`src/rtl/spi_pkg.sv`:
```
// ============================================================================
// spi_pkg : shared widths and synchroniser reset levels for spi_byte_slave
// Rev 1.0
// ============================================================================
`default_nettype none

package spi_pkg;
  localparam int SPI_BYTE_W      = 8;
  localparam int SPI_BITCNT_W    = 3;
  localparam int SYNC_STAGES_MIN = 2;

  // Reset levels match the idle state of each pin so reset never fakes an edge
  localparam logic SCLK_RST_VAL = 1'b0;
  localparam logic CS_N_RST_VAL = 1'b1;
  localparam logic MOSI_RST_VAL = 1'b0;

  typedef logic [SPI_BYTE_W-1:0]   spi_byte_t;
  typedef logic [SPI_BITCNT_W-1:0] spi_bitcnt_t;
endpackage

`default_nettype wire

```
`src/rtl/sync_ff.sv`:
```
// ============================================================================
// sync_ff : 1-bit multi-stage synchroniser with parameterised reset level
// Rev 1.0
// ============================================================================
`default_nettype none

module sync_ff #(
  parameter int   DEPTH   = 2,
  parameter logic RST_VAL = 1'b0
) (
  input  logic clk,
  input  logic rst_n,
  input  logic d,
  output logic q
);
  logic [DEPTH-1:0] sync_q;
  logic [DEPTH-1:0] sync_d;

  always_comb begin
    sync_d = {sync_q[DEPTH-2:0], d};
  end

  always_ff @(posedge clk or negedge rst_n) begin
    if (!rst_n) begin
      sync_q <= {DEPTH{RST_VAL}};
    end else begin
      sync_q <= sync_d;
    end
  end

  assign q = sync_q[DEPTH-1];
endmodule

`default_nettype wire

```
`src/rtl/spi_byte_slave.sv`:
```
// ============================================================================
// spi_byte_slave : oversampled SPI mode-0 byte slave feeding cmd_manager
// Optional: SPI_SLAVE_MISO_OE_EN adds spi_miso_oe and tri-states MISO. Rev 1.0
// ============================================================================
`default_nettype none

module spi_byte_slave
  import spi_pkg::*;
#(
  parameter int   SYNC_STAGES = 2,
  parameter logic IDLE_MISO   = 1'b0
) (
  input  logic                  clk,
  input  logic                  rst_n,
  input  logic                  spi_sclk,
  input  logic                  spi_cs_n,
  input  logic                  spi_mosi,
  output logic                  spi_miso,
`ifdef SPI_SLAVE_MISO_OE_EN
  output logic                  spi_miso_oe,
`endif
  output logic [SPI_BYTE_W-1:0] rx_byte,
  output logic                  byte_finished,
  input  logic [SPI_BYTE_W-1:0] tx_byte,
  output logic                  cs_active
);
  logic sclk_s, cs_n_s, mosi_s;

  sync_ff #(.DEPTH(SYNC_STAGES), .RST_VAL(SCLK_RST_VAL)) u_sync_sclk (
    .clk(clk), .rst_n(rst_n), .d(spi_sclk), .q(sclk_s));
  sync_ff #(.DEPTH(SYNC_STAGES), .RST_VAL(CS_N_RST_VAL)) u_sync_cs_n (
    .clk(clk), .rst_n(rst_n), .d(spi_cs_n), .q(cs_n_s));
  sync_ff #(.DEPTH(SYNC_STAGES), .RST_VAL(MOSI_RST_VAL)) u_sync_mosi (
    .clk(clk), .rst_n(rst_n), .d(spi_mosi), .q(mosi_s));

  logic        sclk_dly_q, sclk_dly_d;
  logic        cs_n_dly_q, cs_n_dly_d;
  logic        cs_active_q, cs_active_d;
  spi_bitcnt_t bit_cnt_q, bit_cnt_d;
  spi_byte_t   rx_sh_q, rx_sh_d;
  spi_byte_t   tx_sh_q, tx_sh_d;
  spi_byte_t   rx_byte_q, rx_byte_d;
  logic        byte_finished_q, byte_finished_d;
  logic        miso_q, miso_d;

  logic sclk_rise, sclk_fall, cs_fall, cs_rise;

  assign sclk_rise =  sclk_s & ~sclk_dly_q;
  assign sclk_fall = ~sclk_s &  sclk_dly_q;
  assign cs_fall   = ~cs_n_s &  cs_n_dly_q;
  assign cs_rise   =  cs_n_s & ~cs_n_dly_q;

  always_comb begin
    sclk_dly_d      = sclk_s;
    cs_n_dly_d      = cs_n_s;
    cs_active_d     = cs_active_q;
    bit_cnt_d       = bit_cnt_q;
    rx_sh_d         = rx_sh_q;
    tx_sh_d         = tx_sh_q;
    rx_byte_d       = rx_byte_q;
    byte_finished_d = byte_finished_q;
    miso_d          = miso_q;

    // CS edges take priority; an SCLK edge landing in the same cycle is dropped
    if (cs_fall) begin
      cs_active_d = 1'b1;
      bit_cnt_d   = '0;
      rx_sh_d     = '0;
      tx_sh_d     = tx_byte;
      miso_d      = tx_byte[SPI_BYTE_W-1];
    end else if (cs_rise) begin
      cs_active_d = 1'b0;
      bit_cnt_d   = '0;
      miso_d      = IDLE_MISO;
    end else if (cs_active_q) begin
      if (sclk_rise) begin
        rx_sh_d   = {rx_sh_q[SPI_BYTE_W-2:0], mosi_s};
        bit_cnt_d = bit_cnt_q + 1'b1;
        if (bit_cnt_q == '1) begin
          rx_byte_d       = {rx_sh_q[SPI_BYTE_W-2:0], mosi_s};
          byte_finished_d = ~byte_finished_q;
        end
      end else if (sclk_fall) begin
        // bit_cnt wrapped to zero: the next byte's MSB goes out on this fall
        if (bit_cnt_q == '0) begin
          tx_sh_d = tx_byte;
          miso_d  = tx_byte[SPI_BYTE_W-1];
        end else begin
          tx_sh_d = tx_sh_q << 1;
          miso_d  = tx_sh_q[SPI_BYTE_W-2];
        end
      end
    end
  end

  always_ff @(posedge clk or negedge rst_n) begin
    if (!rst_n) begin
      sclk_dly_q      <= SCLK_RST_VAL;
      cs_n_dly_q      <= CS_N_RST_VAL;
      cs_active_q     <= 1'b0;
      bit_cnt_q       <= '0;
      rx_sh_q         <= '0;
      tx_sh_q         <= '0;
      rx_byte_q       <= '0;
      byte_finished_q <= 1'b0;
      miso_q          <= IDLE_MISO;
    end else begin
      sclk_dly_q      <= sclk_dly_d;
      cs_n_dly_q      <= cs_n_dly_d;
      cs_active_q     <= cs_active_d;
      bit_cnt_q       <= bit_cnt_d;
      rx_sh_q         <= rx_sh_d;
      tx_sh_q         <= tx_sh_d;
      rx_byte_q       <= rx_byte_d;
      byte_finished_q <= byte_finished_d;
      miso_q          <= miso_d;
    end
  end

  assign rx_byte       = rx_byte_q;
  assign byte_finished = byte_finished_q;
  assign cs_active     = cs_active_q;

`ifdef SPI_SLAVE_MISO_OE_EN
  assign spi_miso_oe = cs_active_q;
  assign spi_miso    = cs_active_q ? miso_q : 1'bz;
`else
  assign spi_miso    = miso_q;
`endif
endmodule

`default_nettype wire
```
`config.mk`:
```
export PLATFORM = sky130hd
export DESIGN_NAME = spi_byte_slave
export DESIGN_NICKNAME = d
export VERILOG_FILES = /design/src/rtl/spi_pkg.sv /design/src/rtl/sync_ff.sv /design/src/rtl/spi_byte_slave.sv
export SDC_FILE = /design/constraint.sdc
export NUM_CORES = 1
export LEC_CHECK = 0
export BUFFER_PORTS_ARGS = -buffer_cell sky130_fd_sc_hd__buf_2
export CAP_MARGIN = 20
export CORE_MARGIN = 3
export CORE_UTILIZATION = 50
export CTS_CLUSTER_DIAMETER = 200
export DETAILED_ROUTE_END_ITERATION = 12
export PLACE_DENSITY = 0.8
export SYNTH_ARGS = -nofsm -noshare
export SYNTH_HDL_FRONTEND = slang
export SYNTH_SLANG_ARGS = --single-unit
```
`constraint.sdc`:
```
create_clock -name clk -period 2.4 [get_ports clk]
set_clock_uncertainty 0.1 [all_clocks]
set_input_delay 0.36 -clock clk [delete_from_list [all_inputs] [get_ports clk]]
set_output_delay 0.36 -clock clk [all_outputs]
set_load 0.01 [all_outputs]
```
* Yosys cells after proc, flatten, opt, wreduce, memory -nomap -nowiden
Index checks and enable logic that the tools add are counted.
** Storage, ports and cells
- Flip-flop bits (word level) :: 36
- Input port bits :: 13
- Output and inout port bits :: 11
** Operators by class
- Bitwise operators :: 11
- Reduce and logical (&&, ||, !) cells :: 13
- Mux-type cells :: 22
- $add $sub $neg :: 1
- Equality and inequality tests :: 4
** Operator list (number)
- 7-bit 2-to-1 mux :: 10
- 3-bit 2-to-1 mux :: 4
- 3-bit nonzero test :: 3
- 1-bit 2-to-1 mux :: 8
- 2-bit nonzero test :: 4
- 1-bit NOT :: 7
- 3-bit AND reduction :: 2
- 5-bit AND reduction :: 1
- 1-bit bitwise AND :: 4
- 4-bit AND reduction :: 1
- 3-bit by 1-bit adder with 3-bit output (second input constant) :: 1
- 3-bit == test (second input constant) :: 1
- 3-bit zero test :: 1
- 3-bit by 1-bit != test with 1-bit output (second input constant) :: 1
- 2-bit by 1-bit != test with 1-bit output (second input constant) :: 1
- 2-bit != test (second input constant) :: 1
- 2-bit AND reduction :: 1

* Logic depth before layout (Yosys ltp)
Gate-level depths: netlist of the first run.
- Depth after elaboration :: 7
- Gate-level depth with buffers :: 7
- Mapped depth without buffers :: 6

* Cells and area by module
From an unflattened synthesis of the first run, not the netlist that was laid out.
** Unflattened totals
- Cells, all modules :: 126
- Area, all modules :: 1514.0 µm²
** Modules (own cells, without submodules)
- spi_byte_slave :: cells each 120, area each 1361.3 µm², instances 1
- sync_ff (u_sync_mosi ...) :: cells each 2, area each 50.0 µm², instances 2
- sync_ff (u_sync_cs_n) :: cells each 2, area each 52.6 µm², instances 1

* Least setup slack after synthesis of the first run
Ideal clock, no wire load.
- Path type :: register to register
- From :: register cs_n_dly_q
- To :: register rx_byte_q[0], in the netlist rx_byte[0]
- Setup time :: 0.125 ns
- Setup slack :: 0.721 ns
- Clock period less this slack :: 1.679 ns
- Cell stages (with the launch flop) :: 6
- Arrival :: 1.454 ns
- Path buffers :: 1
- Path through :: dfstp_2 > inv_1 > ha_1 > and3_1 > buf_6 > mux2_4
** Between the ends
- Cells in the longest elaborated chain, start to end :: 4
- Elaborated cells between the ends (all ways) :: 6
- Those cells by class :: bitwise (5); reduce/logical (1)
** RTL lines
- start, declared :: line spi_byte_slave.sv:37 : logic cs_n_dly_q, cs_n_dly_d;
- start signal, assigned :: line spi_byte_slave.sv:109 : cs_n_dly_q <= cs_n_dly_d;
- 1-bit NOT :: line spi_byte_slave.sv:51 : assign cs_rise = cs_n_s & ~cs_n_dly_q;
- 1-bit bitwise AND :: line spi_byte_slave.sv:51
- 1-bit NOT (no line)
- 5-bit AND reduction (no line) *
- end signal, assigned :: line spi_byte_slave.sv:114 : rx_byte_q <= rx_byte_d;
- end, declared :: line spi_byte_slave.sv:42 : spi_byte_t rx_byte_q, rx_byte_d;
Every way passes the cells marked *; elsewhere a longest branch is shown, timed or not.
A chain may end at the register's enable or synchronous reset.

* Worst setup path in the final report of the first run
- From :: register u_sync_cs_n.sync_q[1]
- To :: register rx_sh_q[4]
** Between the ends
- Cells in the longest elaborated chain, start to end :: 4
- Elaborated cells between the ends (all ways) :: 8
- Those cells by class :: eq/ne (1); mux (1); bitwise (3); reduce/logical (3)
** RTL lines
- start, declared :: line sync_ff.sv:16 : logic [DEPTH-1:0] sync_q;
- start signal, assigned :: line sync_ff.sv:25 : sync_q <= {DEPTH{RST_VAL}};
- start signal, assigned :: line sync_ff.sv:27 : sync_q <= sync_d;
- 1-bit NOT :: line spi_byte_slave.sv:50 : assign cs_fall = ~cs_n_s & cs_n_dly_q;
- 1-bit bitwise AND :: line spi_byte_slave.sv:50
- 2-bit != test (no line) or 2-bit nonzero test (tied branches)
- 3-bit AND reduction (no line)
- end signal, assigned :: line spi_byte_slave.sv:112 : rx_sh_q <= rx_sh_d;
- end, declared :: line spi_byte_slave.sv:40 : spi_byte_t rx_sh_q, rx_sh_d;
Parallel ways exist; a longest one is shown, timed or not.

==> out/qor.tcl, run 1 <==
set qor(power-per-cell-area_nw_per_um2) 740.3
set qor(grt_pass1_vias) 1009
set qor(post_route_cell_area_um2) 1733
set qor(worst-setup-path-type) {flip-flop to flip-flop}
set qor(netlist_top_cells_count) {sky130_fd_sc_hd__dfrtp_1, sky130_fd_sc_hd__nand2_1, sky130_fd_sc_hd__o21ai_0}
set qor(area_delta_synth_final_pct) 14.27
set qor(totalPowerFinal_mw) 1.283
set qor(synth.yosys.warnings) 0
set qor(post_route_cells_drive_above_1_share) 0.2839
set qor(power.switching_mw) 0.3202
set qor(gpl.final_weighted_congestion) 0.7663
set qor(utilization_after_layout) 0.6126
set qor(synth_nets) 145
set qor(grt-ovfl-total) 0
set qor(grt_antenna_before_repair) 0
set qor(period_share) 0.8680
set qor(path_clk_slew_ns) 0.10
set qor(yosys-top-cells-area) {sky130_fd_sc_hd__dfrtp_1, sky130_fd_sc_hd__mux2_4, sky130_fd_sc_hd__dfstp_2, sky130_fd_sc_hd__ha_1, sky130_fd_sc_hd__nand2_1}
set qor(synth_top_area_share) 0.5446
set qor(coreArea_um2) 2829
set qor(wl_per_cell_um) 13.48
set qor(final_period_minus_worst_setup_slack_ns) 2.083
set qor(cts_num_sinks) 36
set qor(initial_core_util) 0.5360
set qor(cts_htree_levels) 2
set qor(hold_path.class) {primary input to asynchronous set/reset pin}
set qor(ff2ff_setup_slack_ns) 0.32
set qor(post_cts.resized_instances) 0
set qor(power.share.combinational) 0.127
set qor(synth_seq_cells) 36
set qor(outcome) {finished, final reports clean}
set qor(cp_max_fo) 14
set qor(layout.filler_cells) 232
set qor(detailedPlacementHpwl_mm) 1.714
set qor(post-place-ws_ns) 0.3749
set qor(tritoncts) {yes}
set qor(fp.dieArea_um2) 3730
set qor(critical_r2r_capture) {rx_sh_q[4]$_DFFE_PN0P_}
set qor(clock_path_buffers) 2
set qor(worst_reg2reg_startpoint) {u_sync_cs_n.sync_q[1]$_DFF_PN1_}
set qor(internal_power_mw) 0.9627
set qor(yosysUniqueCellTypes) 24
set qor(ys_dominant_reg_cell) {sky130_fd_sc_hd__dfrtp_1}
set qor(layout.nets) 173
set qor(cts_root_buf) {sky130_fd_sc_hd__clkbuf_4}
set qor(tns_ns) 0
set qor(placed_cells) 177
set qor(synth.yosys.seq_area_share) 0.5965
set qor(clkLatencyLatePin_ns) 0.33
set qor(hold_viol) 0
set qor(grt_pass1_wl_mm) 4.609
set qor(grt_setup_unrepaired) {no}
set qor(floorplan.die.height_um) 61.07
set qor(first_pass_iters) 4
set qor(timing_max_transition_violations_final) 0
set qor(placed_cell_area_um2) 1647
set qor(cell_area_after_technology_mapping_um2) 1516
set qor(vias_per_cell) 5.220
set qor(vias) 971
set qor(slew_headroom) 0.4165
set qor(totalWireLength_mm) 2.507
set qor(leakage_nw) 0.8624
set qor(seqPwrFrac) 0.558
set qor(layout.cells.non_filler) 186
set qor(startpoint_type) {flip-flop}
set qor(clockPowerShare) 0.315
set qor(count_of_standard_cell_rows) 19
set qor(peak_ir_drop_on_the_vdd_network_uv) 460.3
set qor(rr_worst_depth) 4
set qor(sw_frac_of_total) 0.2496
set qor(antenna-diode-count) 0
set qor(maxCapViolations) 0
set qor(cp_data_required_time_ns) 2.47
set qor(final.setup.worst_slack_ns) 0.3167
set qor(fmaxAchievable_mhz) 480.0
set qor(synth_edf_count) 0
set qor(final.hold.worst_slack_ns) 0.002166
set qor(syn-mean-instance-area_um2) 12.04
set qor(port_buffers) 23
set qor(tightestPinTransition_ns) 0.8735
set qor(critPathCaptureType) {flip-flop}
set qor(largest_net_degree_at_the_start_of_global_routing) 37
set qor(post_synth_arst_share) 1.000
set qor(post_synthesis_cells) 126
set qor(grt_util_all_layers) 0.1726
set qor(ant_nets) 0
set qor(final-setup-viol-count) 0
set qor(fp.dieW_um) 61.07
set qor(cp-endpoint) {rx_sh_q[4]$_DFFE_PN0P_}
set qor(cp.arrival_ns) 2.15
set qor(drc) 0
set qor(startpoint) {u_sync_cs_n.sync_q[1]$_DFF_PN1_}
set qor(yosys.cell_count.top_type) {sky130_fd_sc_hd__dfrtp_1}
set qor(cts_inserted_buffers) 5
set qor(drt_iter0_drc) 22
set qor(top_level_ports) 24
set qor(yosys.area.top_type) {sky130_fd_sc_hd__dfrtp_1}
## power groups by stage
stage	Clock (mW)	Combinational [mW]	Sequential [mW]
global route	0.454	0.192	0.726
CTS	0.421	0.164	0.717
global placement	0	0.152	0.724
detailed placement	0	0.163	0.728
floorplan	0	0.114	0.718
finish	0.404	0.162	0.716
## final cells by class
cell class	instances	area (um^2)	area share
flip-flops and latches	36	904.6	0.5220
inverters	8	30.03	0.01733
well taps	31	38.79	0.02238
multi-input cells	79	558.0	0.3220
repair buffers	24	125.1	0.07220
clock buffers	6	41.29	0.02383
clock inverters	2	35.03	0.02022
## sequential cells by signal, summed over array words and instances, names as in the netlist, 2 cells and up
register,flops
u_sync_sclk.sync_q,2
tx_sh_q,7
u_sync_cs_n.sync_q,2
bit_cnt_q,3
rx_sh_q,7
rx_byte,8
u_sync_mosi.sync_q,2
## metal layers
layer,global-route usage,routed length [um],vias up
met3,0.05660,109,5
met1,0.2139,1121,465
met2,0.2764,1238,23
met4,0.07430,38,0
met5,0,0,-
li1,-,-,478
## cell families after synthesis
| kind of cell | Yosys count | share of synthesized area |
|---|---|---|
| flops | 36 | 0.5965 |
| simple gates | 34 | 0.1064 |
| compound gates | 24 | 0.08746 |
| mux | 14 | 0.1188 |
| buf+inv | 11 | 0.03548 |
| fa+ha+maj | 6 | 0.04950 |
| xor+xnor | 1 | 0.005777 |
## cells in the final DEF, fill, tap and decap left out, drive strengths merged, types with 3 or more instances in the layout
cell type and n:
dfrtp 33, buf 23, nand2 18, a21oi 11
o21ai 10, mux2 8, nor2 8, inv 8
mux2i 6, ha 6, clkbuf 6, dfstp 3
## critical path, stage by stage, from the launching register on
cell	delay (ns)
sky130_fd_sc_hd__dfstp_2	0.55
sky130_fd_sc_hd__inv_1	0.06
sky130_fd_sc_hd__ha_1	0.25
sky130_fd_sc_hd__o21bai_1	0.73
sky130_fd_sc_hd__o21ai_0	0.23
## worst min path at each step
stage,endpoint,slack (ns)
2_1_floorplan,bit_cnt_q[0]$_DFFE_PN0P_,-0.04
3_3_place_gp,u_sync_mosi.sync_q[1]$_DFF_PN0_,0.23
3_5_place_dp,u_sync_mosi.sync_q[1]$_DFF_PN0_,0.24
4_1_cts,u_sync_cs_n.sync_q[0]$_DFF_PN1_,0.003
5_1_grt,u_sync_mosi.sync_q[0]$_DFF_PN0_,0.001
6_report,bit_cnt_q[1]$_DFFE_PN0P_,0.002
## repair_timing
action | in CTS | in global routing
buffers inserted | 0 | 0
hold endpoints to repair | 0 | 1
hold buffers | 0 | 1
Power figures use the tool's default switching activity.
==> inputs of run 2 (changes only) <==
Settings changed: PLACE_DENSITY 0.8 to 0.76.
==> out/qor.tcl, run 2 (synthesis gave the netlist of run 1 again) <==
set qor(grt_pass1_wl_mm) 4.347 ;# -5.7%
set qor(peak_ir_drop_on_the_vdd_network_uv) 465.5 ;# +1.1%
set qor(cts_htree_levels) 2 ;# unchanged
set qor(area_delta_synth_final_pct) 14.11
set qor(worstPathBufferInverterCount) 1 ;# unchanged
set qor(period_share) 0.8415 ;# -0.02654
set qor(path_clk_slew_ns) 0.10 ;# about the same
set qor(clock_path_buffers) 2 ;# unchanged
set qor(cts_root_buf) {sky130_fd_sc_hd__clkbuf_4}
set qor(cp.arrival_ns) 2.15 ;# about the same
set qor(wl_per_cell_um) 14.10 ;# +4.6%
set qor(ant_nets) 0 ;# unchanged
set qor(critPathCaptureType) {flip-flop}
set qor(critical_r2r_capture) {rx_byte[0]$_DFFE_PN0P_}
set qor(slew_headroom) 0.4780 ;# +0.06156
set qor(layout.filler_cells) 235 ;# +1.3%
set qor(initial_core_util) 0.5360 ;# unchanged
set qor(final-setup-viol-count) 0 ;# unchanged
set qor(min_to) {u_sync_mosi.sync_q[0]$_DFF_PN0_}
set qor(grt-ovfl-total) 0 ;# unchanged
set qor(final.hold.worst_slack_ns) 0.02125 ;# +0.01909 ns
set qor(final_common_cell) {sky130_fd_sc_hd__dfrtp_1}
set qor(critical_path.slowest_cell) {sky130_fd_sc_hd__dfstp_2}
set qor(totalWireLength_mm) 2.651 ;# +5.7%
set qor(grt_antenna_before_repair) 0 ;# unchanged
set qor(grt_pass1_vias) 972 ;# -3.7%
set qor(worst_reg2reg_startpoint) {cs_n_dly_q$_DFF_PN1_}
set qor(count_of_standard_cell_rows) 19 ;# unchanged
set qor(final_period_minus_worst_setup_slack_ns) 2.020 ;# -0.06371 ns
set qor(maxCapViolations) 0 ;# unchanged
set qor(ff_latch_area_um2) 904.6 ;# unchanged
set qor(vias) 988 ;# +1.8%
set qor(coreArea_um2) 2829 ;# unchanged
set qor(layout.cells.non_filler) 188 ;# +1.1%
set qor(leakage_nw) 0.8580 ;# -0.51%
set qor(cts_num_sinks) 36 ;# unchanged
set qor(antenna-diode-count) 0 ;# unchanged
set qor(ff2ff_setup_slack_ns) 0.38 ;# +0.06 ns
set qor(vias_per_cell) 5.255 ;# +0.67%
set qor(outcome) {finished, final reports clean}
set qor(fp.dieW_um) 61.07 ;# unchanged
set qor(grt_util_all_layers) 0.1660 ;# -0.006546
set qor(layout_common_cells) {sky130_fd_sc_hd__dfrtp_1, sky130_fd_sc_hd__buf_2, sky130_fd_sc_hd__nand2_1}
set qor(fmaxAchievable_mhz) 495.2 ;# +3.2%
set qor(drt_iter0_drc) 32 ;# +45%
set qor(tritoncts) {yes}
set qor(top_level_ports) 24 ;# unchanged
set qor(gpl.final_weighted_congestion) 0.7455 ;# -2.7%
set qor(clkLatencyLatePin_ns) 0.34 ;# about the same
set qor(timing.hold.worst_path_depth) 1
set qor(cp_cell_sequence) {inv_1 > ha_1 > and3_1 > mux2_4}
set qor(cts_inserted_buffers) 5 ;# unchanged
set qor(utilization_after_layout) 0.6117 ;# -0.0008850
set qor(worstHoldStart) {spi_mosi}
set qor(postCtsSetupBuffers) 0 ;# unchanged
set qor(drc) 0 ;# unchanged
set qor(detailedPlacementHpwl_mm) 1.893 ;# +10%
set qor(tightestPinTransition_ns) 0.7814 ;# -0.09215 ns
set qor(hold_viol) 0 ;# unchanged
set qor(largest_register_ff_count) 8 ;# unchanged
set qor(grt_setup_unrepaired) {no}
set qor(layout.nets) 175 ;# +1.2%
set qor(first_pass_iters) 4 ;# unchanged
set qor(hold_path.class) {primary input to flip-flop}
set qor(rr_worst_depth) 4 ;# unchanged
set qor(critical-path-top-delay-family) {flip-flops}
set qor(timing_max_transition_violations_final) 0 ;# unchanged
set qor(worst-setup-path-type) {flip-flop to flip-flop}
set qor(port_buffers) 23 ;# unchanged
set qor(fp.dieArea_um2) 3730 ;# unchanged
set qor(largest_net_degree_at_the_start_of_global_routing) 37 ;# unchanged
set qor(placed_cells) 177 ;# unchanged
set qor(floorplan.die.height_um) 61.07 ;# unchanged
set qor(cp_data_required_time_ns) 2.53 ;# +0.06 ns
set qor(multiInputGateArea_um2) 558.0 ;# unchanged
set qor(startpoint_type) {flip-flop}
set qor(post_route_cells_drive_above_1_share) 0.2739 ;# -0.009986
set qor(cp_max_fo) 9 ;# -5
set qor(tns_ns) 0 ;# unchanged
set qor(power-per-cell-area_nw_per_um2) 694.8 ;# -6.2%
set qor(cp_slowest_stage_delay_ns) 0.56 ;# -0.17 ns
-- run 2: cell types whose count changed in the layout (fill, tap and decap cells not counted), sizes merged --
cell / before / now
bufinv: 1 / 0
dlygate4sd3: 1 / 3
clkbuf: 6 / 7
-- run 2: worst max path at each step --
| stage | from | to | slack (ns) | cells past startpoint |
|---|---|---|---|---|
| 2_1_floorplan | cs_n_dly_q$_DFF_PN1_ | rx_byte[0]$_DFFE_PN0P_ | 0.72 | 5 |
| 3_3_place_gp | cs_n_dly_q$_DFF_PN1_ | rx_byte[5]$_DFFE_PN0P_ | 0.43 | 4 |
| 3_5_place_dp | cs_n_dly_q$_DFF_PN1_ | rx_byte[0]$_DFFE_PN0P_ | 0.39 | 4 |
| 4_1_cts | cs_n_dly_q$_DFF_PN1_ | rx_byte[0]$_DFFE_PN0P_ | 0.37 | 4 |
| 5_1_grt | u_sync_cs_n.sync_q[1]$_DFF_PN1_ | rx_sh_q[5]$_DFFE_PN0P_ | 0.23 | 4 |
| 6_report | cs_n_dly_q$_DFF_PN1_ | rx_byte[0]$_DFFE_PN0P_ | 0.38 | 4 |
-- run 2: metrics by stage --
stage / setup slack (ns) / instance area, um^2 / total power [mW]
6_report: 0.3804 / 1730 / 1.202
5_1_grt: 0.2322 / 1730 / 1.265
4_1_cts: 0.3685 / 1720 / 1.209
3_5_place_dp: 0.3852 / 1647 / 0.8942
3_3_place_gp: 0.4335 / 1647 / 0.8764
2_1_floorplan: 0.7212 / 1516 / 0.8323
-- run 2: final cells by class --
class | instances | share of cell area
multi-input cells | 79 | 0.3225
inverters | 8 | 0.01735
flip-flops and latches | 36 | 0.5228
clock inverters | 1 | 0.005061
well taps | 31 | 0.02242
repair buffers | 26 | 0.08388
clock buffers | 7 | 0.02603
-- run 2: layer usage --
metal | global-route usage | share of wire | wire, um | up-vias
li1 | - | - | - | 486
met1 | 0.2046 | 0.44 | 1174 | 476
met2 | 0.2538 | 0.49 | 1305 | 18
met3 | 0.05660 | 0.035 | 93 | 8
met4 | 0.09598 | 0.029 | 77 | 0
met5 | 0 | 0 | 0 | -
-- run 2: power by group --
part	switching (mW)	total (mW)	internal, mW
combinational	0.0933	0.167	0.0736
sequential	0.0438	0.717	0.674
clock	0.200	0.318	0.118
-- run 2: repair_timing --
item / CTS / global route
hold buffers: 2 / 1
gates resized for setup: 0 / 0
setup endpoints to repair: 0 / 0
endpoints found under the hold margin: 13 / 1
==> inputs of run 3 (changes only) <==
Settings changed: CORE_UTILIZATION 50 to 49, PLACE_DENSITY 0.76 to 0.77.
Clock period 2.4 ns to 1.7 ns, I/O delays scaled along.
==> out/qor.tcl, run 3 (synthesis gave the netlist of run 1 again) <==
set qor(top_level_ports) 24 ;# unchanged
set qor(startpoint_type) {flip-flop}
set qor(path_clk_slew_ns) 0.10 ;# about the same
set qor(rr_worst_depth) 6 ;# +2
set qor(cts_num_sinks) 36 ;# unchanged
set qor(fmaxAchievable_mhz) 611.5 ;# +23%
set qor(hold_path.class) {primary input to flip-flop}
set qor(leakage_nw) 0.9157 ;# +6.7%
set qor(largest_register_ff_count) 8 ;# unchanged
set qor(clkLatencyLatePin_ns) 0.34 ;# about the same
set qor(clock_path_buffers) 2 ;# unchanged
set qor(cp.arrival_ns) 1.76 ;# -0.39 ns
set qor(grt_pass1_wl_mm) 4.505 ;# +3.6%
set qor(critPathCaptureType) {flip-flop}
set qor(detailedPlacementHpwl_mm) 1.880 ;# -0.68%
set qor(cts_inserted_buffers) 5 ;# unchanged
set qor(peak_ir_drop_on_the_vdd_network_uv) 599.1 ;# +29%
set qor(grt-ovfl-total) 0 ;# unchanged
set qor(largest_net_degree_at_the_start_of_global_routing) 37 ;# unchanged
set qor(layout.cells.non_filler) 199 ;# +5.9%
set qor(final-setup-viol-count) 0 ;# unchanged
set qor(first_pass_iters) 4 ;# unchanged
set qor(outcome) {finished, final reports clean}
set qor(final_common_cell) {sky130_fd_sc_hd__dfrtp_1}
set qor(initial_core_util) 0.5316 ;# -0.004467
set qor(vias_per_cell) 5.176 ;# -1.5%
set qor(layout_common_cells) {sky130_fd_sc_hd__dfrtp_1, sky130_fd_sc_hd__buf_2, sky130_fd_sc_hd__nand2_1}
set qor(drt_iter0_drc) 19 ;# -41%
set qor(floorplan.die.height_um) 61.63 ;# +0.92%
set qor(grt_antenna_before_repair) 0 ;# unchanged
set qor(layout.nets) 186 ;# +6.3%
set qor(worst-setup-path-type) {flip-flop to flip-flop}
set qor(antenna-diode-count) 0 ;# unchanged
set qor(fp.dieW_um) 61.63 ;# +0.92%
set qor(coreArea_um2) 2853 ;# +0.84%
set qor(timing_max_transition_violations_final) 0 ;# unchanged
set qor(final_period_minus_worst_setup_slack_ns) 1.635 ;# -0.3841 ns
set qor(port_buffers) 23 ;# unchanged
set qor(totalPowerFinal_mw) 1.728 ;# +44%
set qor(maxCapViolations) 0 ;# unchanged
set qor(vias) 1030 ;# +4.3%
set qor(timing.hold.worst_path_depth) 3 ;# +2
set qor(post_route_cells_drive_above_1_share) 0.3452 ;# +0.07135
set qor(cts_htree_levels) 2 ;# unchanged
set qor(hold_viol) 0 ;# unchanged
set qor(period_share) 0.9620 ;# +0.1205
set qor(post_route_cell_area_um2) 1848 ;# +6.8%
set qor(placed_cells) 185 ;# +4.5%
set qor(power-per-cell-area_nw_per_um2) 935.3 ;# +35%
set qor(cp_max_fo) 8 ;# -1
set qor(area_delta_synth_final_pct) 21.86
set qor(gpl.final_weighted_congestion) 0.7754 ;# +4.0%
set qor(tritoncts) {yes}
set qor(placed_cell_area_um2) 1707 ;# +3.6%
set qor(ant_nets) 0 ;# unchanged
set qor(wl_per_cell_um) 13.80 ;# -2.1%
set qor(count_of_standard_cell_rows) 19 ;# unchanged
set qor(layout.filler_cells) 226 ;# -3.8%
set qor(grt_util_all_layers) 0.1698 ;# +0.003790
set qor(grt_pass1_vias) 1027 ;# +5.7%
set qor(fp.dieArea_um2) 3798 ;# +1.8%
set qor(cts_root_buf) {sky130_fd_sc_hd__clkbuf_4}
set qor(totalWireLength_mm) 2.746 ;# +3.6%
set qor(slew_headroom) 0.7064 ;# +0.2284
set qor(cp_data_required_time_ns) 1.82 ;# -0.71 ns
set qor(tightestPinTransition_ns) 0.4404 ;# -0.3410 ns
set qor(drc) 0 ;# unchanged
[run 3: cell count changes in the layout (fill, tap and decap cells not counted), sizes merged]
cell	before	now
clkinv	1	3
and3	1	2
dlygate4sd3	3	4
clkbuf	7	5
buf	23	32
[run 3: worst max-delay path: stages, from the launching register on]
cell	delay, ns
sky130_fd_sc_hd__dfstp_2	0.58
sky130_fd_sc_hd__inv_1	0.09
sky130_fd_sc_hd__ha_4	0.19
sky130_fd_sc_hd__a21oi_2	0.10
sky130_fd_sc_hd__buf_4	0.19
sky130_fd_sc_hd__mux2i_1	0.20
sky130_fd_sc_hd__a21oi_1	0.09
[run 3: per-stage QoR]
step / utilization / hold WS, ns / TNS, ns / setup slack, ns
floorplan: - / -0.1406 / 0 / 0.02123
global placement: 0.5982 / 0.2093 / -1.586 / -0.1982
detailed placement: 0.5982 / 0.2169 / -2.424 / -0.2814
CTS: 0.6443 / 0.05048 / 0 / 0.01658
global route: 0.6478 / 0.06488 / -0.01976 / -0.01129
finish: 0.6478 / 0.06679 / 0 / 0.06457
[run 3: area by class of cell]
cell class / instances / area [um^2] / share of cell area
flip-flops and latches: 36 / 904.6 / 0.4895
multi-input cells: 80 / 595.6 / 0.3223
repair buffers: 36 / 222.7 / 0.1205
well taps: 31 / 38.79 / 0.02099
clock buffers: 5 / 37.54 / 0.02031
inverters: 8 / 30.03 / 0.01625
clock inverters: 3 / 18.77 / 0.01016
[run 3: report_power, final]
group          switching (mW)  internal, mW  total (mW)
registers              0.0614         0.951        1.01
clock network           0.286         0.159       0.445
logic                   0.140         0.132       0.272
[run 3: worst paths after layout]
kind                            slack [ns]                              end                            start
worst max-delay path                  0.06           tx_sh_q[2]$_DFFE_PN0P_  u_sync_cs_n.sync_q[1]$_DFF_PN1_
max in group asynchronous             0.78  u_sync_cs_n.sync_q[0]$_DFF_PN1_                            rst_n
worst min register to register        0.26  u_sync_mosi.sync_q[1]$_DFF_PN0_  u_sync_mosi.sync_q[0]$_DFF_PN0_
worst max register to register        0.06           tx_sh_q[2]$_DFFE_PN0P_  u_sync_cs_n.sync_q[1]$_DFF_PN1_
worst min-delay path                  0.07             spi_miso$_DFFE_PN0P_                       tx_byte[7]
min in group asynchronous             0.37        byte_finished$_DFFE_PN0P_                            rst_n
[run 3: what timing repair did]
action,CTS,global route
setup endpoints to repair,12,7
resized for setup,4,1
setup buffers,1,0
hold buffers,4,0
endpoints found under the hold margin,36,0
cloned,1,0
pin swaps,1,0
[run 3: per-layer routing]
layer  vias up  GRT usage  wire length, um
li1        505          -                -
met1       501     0.1933             1211
met2        18     0.2855             1369
met3         6    0.06289              118
met4         0    0.07273               46
met5         -          0                0
